`src/rtl/fifo_flex.sv`:
```
// Single-clock FIFO with full power-of-two capacity, selectable standard/FWFT read,
// programmable almost-full/almost-empty thresholds and sticky overflow/underflow flags.
module fifo_flex #(
    parameter int BITS       = 16,
    parameter int DEPTH_LOG2 = 7,
    parameter int FWFT       = 0,
    parameter int AF_LEVEL   = (2 ** DEPTH_LOG2) - 4,
    parameter int AE_LEVEL   = 2
) (
    input  logic                  clk,
    input  logic                  rst,
    input  logic                  wr_en,
    input  logic [BITS-1:0]       wr_data,
    input  logic                  rd_en,
    output logic [BITS-1:0]       rd_data,
    output logic                  rd_valid,
    output logic                  fifo_empty,
    output logic                  fifo_full,
    output logic                  almost_empty,
    output logic                  almost_full,
    output logic [DEPTH_LOG2:0]   fill,
    output logic                  overflow,
    output logic                  underflow,
    input  logic                  clr_err
);

    localparam int DEPTH = 2 ** DEPTH_LOG2;
    localparam int CW    = DEPTH_LOG2 + 1;
    localparam logic [CW-1:0] C_AF    = CW'(AF_LEVEL);
    localparam logic [CW-1:0] C_AE    = CW'(AE_LEVEL);
    localparam logic [CW-1:0] C_DEPTH = CW'(DEPTH);

    generate
        if (AF_LEVEL < 1 || AF_LEVEL > DEPTH || AE_LEVEL < 0 || AE_LEVEL >= AF_LEVEL) begin : g_bad_param
            $fatal(1, "fifo_flex: AF_LEVEL/AE_LEVEL out of range");
        end
    endgenerate

    logic [BITS-1:0] r_mem [DEPTH];
    logic [CW-1:0]   r_wr_ptr, r_rd_ptr;
    logic            r_empty, r_full, r_ae, r_af, r_ovf, r_unf;
    logic            w_wr_acc, w_rd_acc;
    logic [CW-1:0]   w_fill, w_fill_nxt;

    // Pointer MSB disambiguates full from empty, so the difference is the exact fill.
    assign w_fill     = r_wr_ptr - r_rd_ptr;
    assign w_wr_acc   = wr_en & ~r_full;
    assign w_rd_acc   = rd_en & ~r_empty;
    assign w_fill_nxt = w_fill + CW'(w_wr_acc) - CW'(w_rd_acc);

    always_ff @(posedge clk or posedge rst) begin
        if (rst) begin
            r_wr_ptr <= '0;
            r_rd_ptr <= '0;
            r_empty  <= 1'b1;
            r_full   <= 1'b0;
            r_ae     <= 1'b1;
            r_af     <= 1'b0;
            r_ovf    <= 1'b0;
            r_unf    <= 1'b0;
        end else begin
            if (w_wr_acc) r_wr_ptr <= r_wr_ptr + 1'b1;
            if (w_rd_acc) r_rd_ptr <= r_rd_ptr + 1'b1;
            r_empty <= (w_fill_nxt == '0);
            r_full  <= (w_fill_nxt == C_DEPTH);
            r_ae    <= (w_fill_nxt <= C_AE);
            r_af    <= (w_fill_nxt >= C_AF);
            // A fresh error at the same edge as clr_err keeps the flag set.
            r_ovf   <= (r_ovf & ~clr_err) | (wr_en & r_full);
            r_unf   <= (r_unf & ~clr_err) | (rd_en & r_empty);
        end
    end

    always_ff @(posedge clk) begin
        if (w_wr_acc) r_mem[r_wr_ptr[CW-2:0]] <= wr_data;
    end

    generate
        if (FWFT != 0) begin : g_fwft
            // Gate with empty so stale array contents never show after reset.
            assign rd_data  = r_empty ? '0 : r_mem[r_rd_ptr[CW-2:0]];
            assign rd_valid = ~r_empty;
        end else begin : g_std
            logic [BITS-1:0] r_rd_data;
            logic            r_rd_valid;
            always_ff @(posedge clk or posedge rst) begin
                if (rst) begin
                    r_rd_data  <= '0;
                    r_rd_valid <= 1'b0;
                end else begin
                    r_rd_valid <= w_rd_acc;
                    if (w_rd_acc) r_rd_data <= r_mem[r_rd_ptr[CW-2:0]];
                end
            end
            assign rd_data  = r_rd_data;
            assign rd_valid = r_rd_valid;
        end
    endgenerate

    assign fifo_empty   = r_empty;
    assign fifo_full    = r_full;
    assign almost_empty = r_ae;
    assign almost_full  = r_af;
    assign fill         = w_fill;
    assign overflow     = r_ovf;
    assign underflow    = r_unf;

endmodule

```
`config.mk`:
```
export PLATFORM = sky130hd
export DESIGN_NAME = fifo_flex
export DESIGN_NICKNAME = d
export VERILOG_FILES = /design/src/rtl/fifo_flex.sv
export SDC_FILE = /design/constraint.sdc
export NUM_CORES = 2
export LEC_CHECK = 0
export ABC_AREA = 1
export CAP_MARGIN = 25
export CORE_MARGIN = 2
export CORE_UTILIZATION = 60
export CTS_CLUSTER_DIAMETER = 150
export DETAILED_ROUTE_END_ITERATION = 8
export PLACE_DENSITY_LB_ADDON = 0.05
export SLEW_MARGIN = 40
export SYNTH_ARGS = -nofsm -noshare
export SYNTH_HDL_FRONTEND = slang
export SYNTH_SLANG_ARGS = --single-unit
export TNS_END_PERCENT = 1
```
`constraint.sdc`:
```
create_clock -name clk -period 3.55 [get_ports clk]
set_clock_uncertainty 0.2 [all_clocks]
set_input_delay 0.71 -clock clk [delete_from_list [all_inputs] [get_ports clk]]
set_output_delay 0.71 -clock clk [all_outputs]
set_load 0.01 [all_outputs]
```
After elaboration in Yosys (flattened, before gate mapping)
Memory sizes are Yosys's and may differ from the RTL's. A register that Yosys moved wholly into a read port is not among the register bits.
Cells that the tools add are included.

storage, ports and cells
  register bits after elaboration = 23
  latch bits = 0
  bits in writable memories = 2048
  memory bits (read-only) = 0
  output and inout bits = 31
  logic and storage cells = 32
  memories = 1

cells by class
  add/sub/neg operators = 5
  multiply operators = 0
  divide/modulo/power cells = 0
  magnitude comparators = 2
  equality and inequality tests = 1
  shifts and indexed selects = 0
  multiplexer cells = 2
  bitwise gates (word level) = 11
  reduce and logical (&&, ||, !) cells = 1

memory list
  memory  words  bits a word  rd ports  clocked after Yosys merged registers in  wr ports  line  source
  r_mem   128    16           1         1                                        1         39    logic [BITS-1:0] r_mem [DEPTH];

operator list
  cell                                                            number
  adder 8 x 1 -> 8 bit, second input constant                     2
  adder 8 x 1 -> 8 bit                                            1
  == test 8 bit, second input constant                            1
  >= comparator 8 x 7 -> 1 bit, second input constant             1
  less-or-equal comparator 8 x 2 -> 1 bit, second input constant  1
  zero test 8 bit                                                 1
  subtractor 8 x 1 -> 8 bit                                       1
  subtractor 8 bit                                                1
  bitwise AND 1 bit                                               6
  NOT 1 bit                                                       3
  2-to-1 mux 1 bit                                                2
  bitwise OR 1 bit                                                2

Longest topological paths before layout
  depth in word-level cells = 5
  depth in mapped cells = 21
  gate-level depth less buffers = 19

Worst setup path after synthesis
Ideal clock, no wire load.

  path type = in2reg
  from = input port wr_en
  to = memory r_mem[72][0], enable pin
  arrival time = 2.816 ns
  required time = 2.920 ns
  slack = 0.103 ns
  stages = 4
  path buffers = 0
  path through = inv_1 nor2_2 nand3_1 nor4_1

between the ends
  cells in the longest elaborated chain, start to end = 3

ends and longest elaborated chain
  element                                 line  source
  start: declaration                      12    input logic wr_en,
  bitwise AND 1 bit                       47    assign w_wr_acc = wr_en & ~r_full;
  2-to-1 mux 1 bit                        75    if (w_wr_acc) r_mem[r_wr_ptr[CW-2:0]] <= wr_data;
  2-to-1 mux 1 bit (not written as such)  75
  end: declaration                        39

Every way passes these cells.

Worst setup path after layout
  from = register r_rd_ptr[3]
  to = output port fill[5]

between the ends
  cells in the longest elaborated chain, start to end = 1

ends and longest elaborated chain
  element                   line  source
  start: declaration        40    logic [CW-1:0] r_wr_ptr, r_rd_ptr;
  start signal: assignment  63    if (w_rd_acc) r_rd_ptr <= r_rd_ptr + 1'b1;
  subtractor 8 bit          46    assign w_fill = r_wr_ptr - r_rd_ptr;
  end: declaration          21    output logic [DEPTH_LOG2:0] fill,

Every way passes these cells.

==> results.md <==
* Vert. Die Dim at 379 µm
* Largest net degree at the start of global routing at roughly 150
* Switching Power at ~30 mW
* Htree depth at 4
* Dpl ws at -62.5 ps
* Max Slew Vio Count at 0
* Fmax achieved at 0.287 GHz
* Vias per cell at roughly 6
* Crit-path slowest cell: dfrtp_1
* Number of global-route vias before repair at approximately 51000
* Multi-input gate area at just under 0.02 mm²
* Cell variety after synth at 36
* Fin crit share at 0.980
* Final non-filler cell total at roughly 9000
* Clock tree sinks at 2087
* Sequential Power Share at 0.360
* CP endpoint kind: output pin
* Setup CP Type: register to output pin
* Slew Limit Headroom at 0.447
* Post-synthesis cell count at between 6000 and 7000
* Cell Int Power at 47.8 mW
* Crit path max fanout at 8
* First-pass GRT wire length at roughly 340000 µm
* Post-synth EDFFs at 2048
* Worst r2r src: r_rd_ptr[0]
* Fillcell total at approximately 10000
* Reg2Reg Depth at 12
* Clock root buffer: clkbuf_16
* Final Cell Area at 0.0946 mm²
* Ys Warns at 0
* Setup TNS Final at 0 ps
* Clk slew on worst S/H paths at around 60 ps
* Mean post-synth cell area at roughly 12 µm²
* Layout cells sized above 1 at 0.0961
* Final hold violations at 0
* Die width at 379 µm
* Pleak at roughly 32 nW
* Nets at 6995
* Overall Power at 78.2 mW
* Final worst path period need at about 3500 ps
* Final Worst Setup Slack at between 70 and 80 ps
* R2r setup slk at between 150 and 200 ps
* Syn_nets at about 7000
* PortBufs at approximately 50
* Combinational share of power at 0.379
* IO Count at 52
* RD Place Congestion at slightly below 0.9
* Critical Path Max Stage Delay at between 400 and 500 ps
* Sequential Area at ~0.062 mm²
* Maximum buffer depth of the clock tree at 3
* Hold Crit Endpoint: r_mem[17][4]
* Row count at 137
* Max cap viols at 0
* CP arrival at approximately 2600 ps
* Status: finished clean
* Post-Syn Area at between 0.08 and 0.09 mm²
* Final Setup Violations at 0
* Total track usage at 0.321
* Area delta synth->final at 12.3%
* WL/cell at 25.8 µm
* Critical-path cell list: inv_4, ha_4, nand2_1, nor2_1, nand2_1, nand3_1, nand2_1, nand2_2, inv_1, dlygate4sd2_1
* Drt initial violations at 7346
* Initial Util at 0.604
* CP required at roughly 2600 ps
* Peak supply drop at 0.000770 V
* Vias at ~55000
* Dpl hpwl at between 100000 and 150000 µm
* Net Sw Frac at 0.388
* Worst-Margin Slew at 829 ps
* Placed Area at a little under 0.09 mm²
* ANT nets after route at 0
* Min-Delay Startpoint: wr_data[4]
* Routed WL at 232000 µm
* #FFs+latches synth at between 2000 and 2500
* Drt first pass iters at 8
* Core ar. at 0.139 mm²
* Worst R2R End: rd_data[3]
* Primary FF master, synth: edfxtp_1
* Clk network pwr share at 0.261
* Critical Path Start Type: register
* DRC viols at 0
* Total die area at 0.143 mm²
* Clock Latency Late Sink at between 800 and 900 ps
* Final Core Density at 0.679
* Hold Crit Class: input pin to register
* Power per cell area at about 830 mW/mm²
* Grt ovf at 0
* Hold depth at 1
* RSZ-0062 raised after global routing: true
* Placed cells at 8620
* CP dominant cell by count: nand2_1
* CTS buffer count at a little over 200
* Initial antenna violation count at 4
* Async S/R FF share, synth at 0.0187
* Hold WS at 109 ps
* TritonCTS clock tree: done
* Seq/Total Area, Yosys at 0.742
[layout by cell type, fill, tap and decap left out, types with 4 or more instances in the layout]
master,count
dfrtp_1,31
o22ai_1,99
nand3_1,293
ha_4,4
clkbuf_16,213
nand2_1,543
xor2_1,13
or2_2,12
nor4_2,7
o211ai_1,246
ha_1,10
o21ai_0,837
nand2_2,4
clkbuf_1,43
nor3_2,4
o21ai_1,270
a21oi_1,103
a31oi_1,5
nand3_2,4
buf_4,285
nor2_1,1686
edfxtp_1,2048
inv_1,89
nand4_1,7
clkdlybuf4s50_1,28
bufinv_16,9
clkinv_1,67
buf_6,9
clkinv_2,36
buf_12,62
[synthesized netlist by cell type, types with 5 or more instances]
cell type     n  area [µm²]
o211ai_1    246        1850
o21ai_1     270        1350
o21ai_0     837        4190
inv_1        92         345
ha_1         14         175
clkbuf_1    200         751
buf_4        54         405
nor2_1     1689        6340
nand2_1     547        2050
nand4_1       7        43.8
clkinv_1      6        22.5
edfxtp_1   2048       61500
or2_2        12        75.1
nor3_1        5        25.0
dfrtp_1      37         926
buf_6        30         338
xor2_1       14         123
buf_1        42         158
buf_2       114         571
nand3_1     297        1490
inv_2         6        22.5
o22ai_1      99         619
a31oi_1       5        31.3
nor4_1        6        37.5
a21oi_1     105         526
[per-layer routing]
metal | GRT usage | vias to the layer above | wire [µm]
li1 | - | 24800 | -
met4 | 0.115 | 0 | 7940
met1 | 0.470 | 27200 | 95100
met3 | 0.0526 | 384 | 21700
met5 | 0 | - | 0
met2 | 0.493 | 2644 | 107000
[kinds of logic after synthesis]
group / count (synthesis) / share of synthesized area
buffers and inverters: 547 / 0.0316
xor gates and xnor gates: 16 / 0.00166
DFF: 2087 / 0.742
adders and majority gates: 16 / 0.00256
and+or+nand+nor: 2569 / 0.120
AOI/OAI and AO/OA: 1565 / 0.102
[sequential cells by signal, summed over array words and instances, names as in the netlist]
name and cells:
almost_empty 1, almost_full 1, fifo_empty 1, fifo_full 1
overflow 1, r_mem 2048, r_rd_ptr 8, r_wr_ptr 8
rd_data 16, rd_valid 1, underflow 1
[power by group through the flow]
stage                     Sequential [mW]  Combinational [mW]  Clock (mW)
after floorplan                      28.6                18.1           0
after global placement               28.6                28.8           0
after detailed placement             28.6                29.0           0
after CTS                            28.1                29.3        20.6
after global routing                 28.2                32.0        21.6
final                                28.1                29.6        20.4
[repair_timing]
item                                   in CTS  in global routing
pin swaps                                   1                  2
setup endpoints to repair                   7                  5
setup buffers                               2                  2
hold buffers                                2                  0
endpoints found under the hold margin      17                  0
resized for setup                          26                  9
[worst max-delay path: cells and delay by family, from the launching register on]
family / cells / cell delay [ps]
adder cells (fa/ha/maj): 1 / 330
buffers and inverters: 3 / 450
flip-flops: 1 / 430
AND/OR/NAND/NOR: 6 / 550
[worst max path at each step]
stage	slack (ps)	to	from
floorplan	100	r_mem[72][0]	wr_en
detailed placement	-60	fifo_full	wr_en
finish	70	fill[5]	r_rd_ptr[3]
CTS	-20	fill[4]	r_wr_ptr[0]
global placement	-140	fifo_full	wr_en
global route	-70	fill[5]	r_rd_ptr[3]
[layout make-up]
| class | instances | area share |
|---|---|---|
| antenna | 1 | 0.0000265 |
| clock buffer | 256 | 0.0581 |
| clock inverter | 111 | 0.00785 |
| inverter | 104 | 0.00437 |
| multi-input combinational | 4166 | 0.203 |
| sequential | 2087 | 0.661 |
| tap | 1876 | 0.0248 |
| timing repair buffer | 394 | 0.0408 |
No activity file was read; power rests on OpenSTA's default activity.
